--- src/rtl/half_gate.sv ---
// Leaf half adder: combinational sum/carry, a one-cycle registered copy, and
// saturating sum/carry event counters; there is no flow control to stall it.
module half_gate #(
  parameter int unsigned CNT_W = 16
) (
  input  logic             clk,
  input  logic             rst_n,
  input  logic             inA,
  input  logic             inB,
  input  logic             cnt_clr,
  output logic             outS,
  output logic             outC,
  output logic             outS_q,
  output logic             outC_q,
  output logic [CNT_W-1:0] carry_cnt,
  output logic [CNT_W-1:0] sum_cnt
);

  localparam logic [CNT_W-1:0] CNT_MAX = {CNT_W{1'b1}};
  localparam logic [CNT_W-1:0] CNT_ONE = {{(CNT_W-1){1'b0}}, 1'b1};

  logic             sum_q;
  logic             carry_q;
  logic [CNT_W-1:0] carry_cnt_q;
  logic [CNT_W-1:0] carry_cnt_d;
  logic [CNT_W-1:0] sum_cnt_q;
  logic [CNT_W-1:0] sum_cnt_d;

  // Pure gates: must stay valid with the clock stopped and reset held.
  assign outS = inA ^ inB;
  assign outC = inA & inB;

  always_comb begin
    carry_cnt_d = carry_cnt_q;
    sum_cnt_d   = sum_cnt_q;
    if (cnt_clr) begin
      carry_cnt_d = '0;
      sum_cnt_d   = '0;
    end else begin
      if (outC && (carry_cnt_q != CNT_MAX)) carry_cnt_d = carry_cnt_q + CNT_ONE;
      if (outS && (sum_cnt_q != CNT_MAX))   sum_cnt_d   = sum_cnt_q + CNT_ONE;
    end
  end

  always_ff @(posedge clk or negedge rst_n) begin
    if (!rst_n) begin
      sum_q       <= 1'b0;
      carry_q     <= 1'b0;
      carry_cnt_q <= '0;
      sum_cnt_q   <= '0;
    end else begin
      sum_q       <= outS;
      carry_q     <= outC;
      carry_cnt_q <= carry_cnt_d;
      sum_cnt_q   <= sum_cnt_d;
    end
  end

  assign outS_q    = sum_q;
  assign outC_q    = carry_q;
  assign carry_cnt = carry_cnt_q;
  assign sum_cnt   = sum_cnt_q;

endmodule

--- config.mk ---
export PLATFORM = sky130hd
export DESIGN_NAME = half_gate
export DESIGN_NICKNAME = d
export VERILOG_FILES = /design/src/rtl/half_gate.sv
export SDC_FILE = /design/constraint.sdc
export NUM_CORES = 1
export LEC_CHECK = 0
export CORE_ASPECT_RATIO = 1.5
export CORE_UTILIZATION = 25
export CTS_CLUSTER_SIZE = 8
export DETAILED_ROUTE_END_ITERATION = 16
export PLACE_DENSITY = 0.41
export RECOVER_POWER = 100
export SYNTH_ARGS = -nofsm -noshare
export SYNTH_HDL_FRONTEND = slang
export SYNTH_SLANG_ARGS = --single-unit
--- constraint.sdc ---
create_clock -name clk -period 4.25 [get_ports clk]
set_input_delay 0.6375 -clock clk [delete_from_list [all_inputs] [get_ports clk]]
set_output_delay 0.6375 -clock clk [all_outputs]
set_load 0.005 [all_outputs]
==> flow_metrics.tcl <==
set metrics [dict create \
    status "finished with violations" \
    violations "capacitance limit, slew limit" \
    hold_violations 0 \
    drc 0 \
    vias 1730 \
    hpwl_um 3690 \
    crit_slowest_cell "dlygate4sd3_1" \
    synth-warning-count 0 \
    root_buffer "clkbuf_8" \
    synth_edf_count 0 \
    crit_arrival_ps 2240 \
    fin_crit_sh_pct 67.8 \
    grt_pass1_vias 1702 \
    wl_per_cell_um 15.7 \
    synth.distinct_cells 40 \
    globalRoute.totalOverflow 0 \
    regArea_um2 851 \
    max_freq_ghz 0.347 \
    first_pass_iters 4 \
    hold_class "reg2reg" \
    ys_dominant_reg_cell "dfrtp_1" \
    cts_buffers 5 \
    areaGrowthSynthToFinish_pct 31.0 \
    reg2reg_from "sum_cnt[2]$_DFFE_PN0P_" \
    die_height_um 109 \
    power_leakage_nw 1.06 \
    crit_end "outS" \
    synthCells 198 \
    yosys_register_bits 34 \
    rr_endpoint "sum_cnt[13]$_DFFE_PN0P_" \
    post_cts_resized 0 \
    async_flop_share_pct 100 \
    initial_core_util_pct 26.1 \
    required_ps 3610 \
    crit_family "buffers and inverters" \
    cp_slowest_stage_delay_ps 620 \
    multi_input_area_um2 1000 \
    cts_setup_buffers 0 \
    slew-limit-headroom_pct -34.7 \
    layout_common_cells "37 x dlygate4sd3_1, 34 x dfrtp_1, 20 x nor2_1, 16 x a21oi_1, 12 x nand2_1" \
    fp.dieW_um 73.2 \
    worstSetupStartpoint "inA" \
    finClkSkew_ps 7.47 \
    crit_type "in2out" \
    maxCapViolCount 1 \
    crit_path_end_kind "output port" \
    post_layout_nonfiller_instances 340 \
    utilization_pct 34.2 \
    reg2regPathDepth 4 \
    layout_commonest_cell "dlygate4sd3_1" \
    grt_max_degree 42 \
    grt_usage_pct 14.9 \
    path_buf_inv 2 \
    rsz0062_at_grt "no" \
    worstPathCellList "dlygate4sd3_1 -> ha_1 -> dlygate4sd3_1" \
    h-tree-depth 2 \
    io_buffers 40 \
    yosysSeqAreaShare_pct 44.8 \
    holdWs_ps 589 \
    rows 38 \
    crit_fanout 8 \
    worst_slew_pin_slew_ps 2020 \
    synth.net_count 206 \
    clock_latency_ps 300 \
    grt_pass1_wl_um 8850 \
    syn_area_per_cell_um2 9.59 \
    core_mm2 0.00727 \
    ant_nets 0 \
    drt_iter0_markers 91 \
    cts_tree "built" \
    ios 41 \
    final_max_slew_viol_count 35 \
    crit_path_frequent_cell "dlygate4sd3_1" \
    fin_setup_tns_ps 0 \
    dp_cells 332 \
    ir_drop_uv 146 \
    ff2ff_setup_slack_ps 2080 \
    place_congestion 0.721 \
    antenna-diode-count 0 \
    antenna_found_initial 0 \
    die-area_mm2 0.00796 \
    synthesis.area_mm2 0.00190 \
    cts_sinks 34 \
    startpoint_type "input port" \
    nets 247 \
    finalSetupViolCount 0 \
    powerDensity_mw_per_mm2 272 \
    worst-path-stages 3 \
    drive_gt1_share_pct 7.92 \
    cts_hold_buf 0 \
    wl_um 5340 \
    clk_pin_slew_worst_paths_ps 80 \
    fin_crit_ps 2880 \
    fill_cells 772 \
    via_per_inst 5.09 \
    clockBufferDepth 2 \
]
==> report_power, final <==
part | switching [W] | internal (W) | leakage, nW
combinational | 0.0000277 | 0.0000209 | 0.536
sequential | 0.00000700 | 0.000329 | 0.469
clock | 0.000129 | 0.000164 | 0.0575
total | 0.000164 | 0.000514 | 1.06
==> stage by stage <==
stage          cell area [um2]  power (W)  worst slack, ps
2_1_floorplan             1900   0.000363             2060
3_3_place_gp              2390   0.000396             1480
3_5_place_dp              2390   0.000396             1460
4_1_cts                   2500   0.000699             1540
5_1_grt                   2490   0.000710             1300
6_report                  2490   0.000677             1370
==> state kept, by name, indices dropped and copies added, names as in the netlist <==
register and count:
outS_q 1, outC_q 1, carry_cnt 16, sum_cnt 16
==> cell usage after synthesis (6+ instances only) <==
| master | count | area share, % |
|---|---|---|
| nand4_1 | 7 | 2.3 |
| mux2_2 | 7 | 4.2 |
| nor2_1 | 20 | 4.0 |
| nor2b_1 | 10 | 3.3 |
| dfrtp_1 | 34 | 45 |
| nand2_1 | 12 | 2.4 |
| a21oi_1 | 16 | 4.2 |
| nor3_1 | 9 | 2.4 |
| nand3_1 | 8 | 2.1 |
| o21ai_0 | 6 | 1.6 |
==> worst min path at each step <==
| stage | startpoint | endpoint | slack, ps | depth (start not counted) |
|---|---|---|---|---|
| after floorplan | rst_n | carry_cnt[0]$_DFFE_PN0P_ | 340 | 0 |
| after global placement | carry_cnt[7]$_DFFE_PN0P_ | carry_cnt[7]$_DFFE_PN0P_ | 580 | 2 |
| after detailed placement | carry_cnt[13]$_DFFE_PN0P_ | carry_cnt[13]$_DFFE_PN0P_ | 580 | 1 |
| after CTS | rst_n | carry_cnt[15]$_DFFE_PN0P_ | 470 | 1 |
| after global routing | carry_cnt[13]$_DFFE_PN0P_ | carry_cnt[13]$_DFFE_PN0P_ | 620 | 1 |
| final | carry_cnt[14]$_DFFE_PN0P_ | carry_cnt[14]$_DFFE_PN0P_ | 590 | 2 |
==> per-layer routing <==
layer,up-vias,wire (um),global-route usage (%)
li1,835,-,-
met1,845,2230,17.0
met2,42,2820,25.9
met3,8,191,3.60
met4,0,100,7.00
met5,-,0,0
==> area by class of cell <==
type                       instances  share of cell area, %
multi-input combinational        157                   40.2
timing repair buffer              41                   16.1
sequential                        34                   34.2
tap                              100                   5.03
clock buffer                       8                   4.43
==> worst reg2reg max path, delay by kind of cell, from the launching register on <==
family,cells,cell delay [ps]
flops,1,480
mux,1,380
simple gates,3,1210
==> kinds of logic (layout without fill, tap and decap cells) <==
logic type               count (synthesis)  count (layout)  share of synthesized area (%)
multiplexers                            11              11                           6.32
AND/OR/NAND/NOR                        100             100                           30.4
adder cells (fa/ha/maj)                  3               3                           1.98
XOR/XNOR                                 2               2                          0.922
AO/OA/AOI/OAI                           41              41                           13.6
buffers and inverters                    7              49                           1.98
flip-flops                              34              34                           44.8
Note: power is estimated with default switching activity, not from simulation.
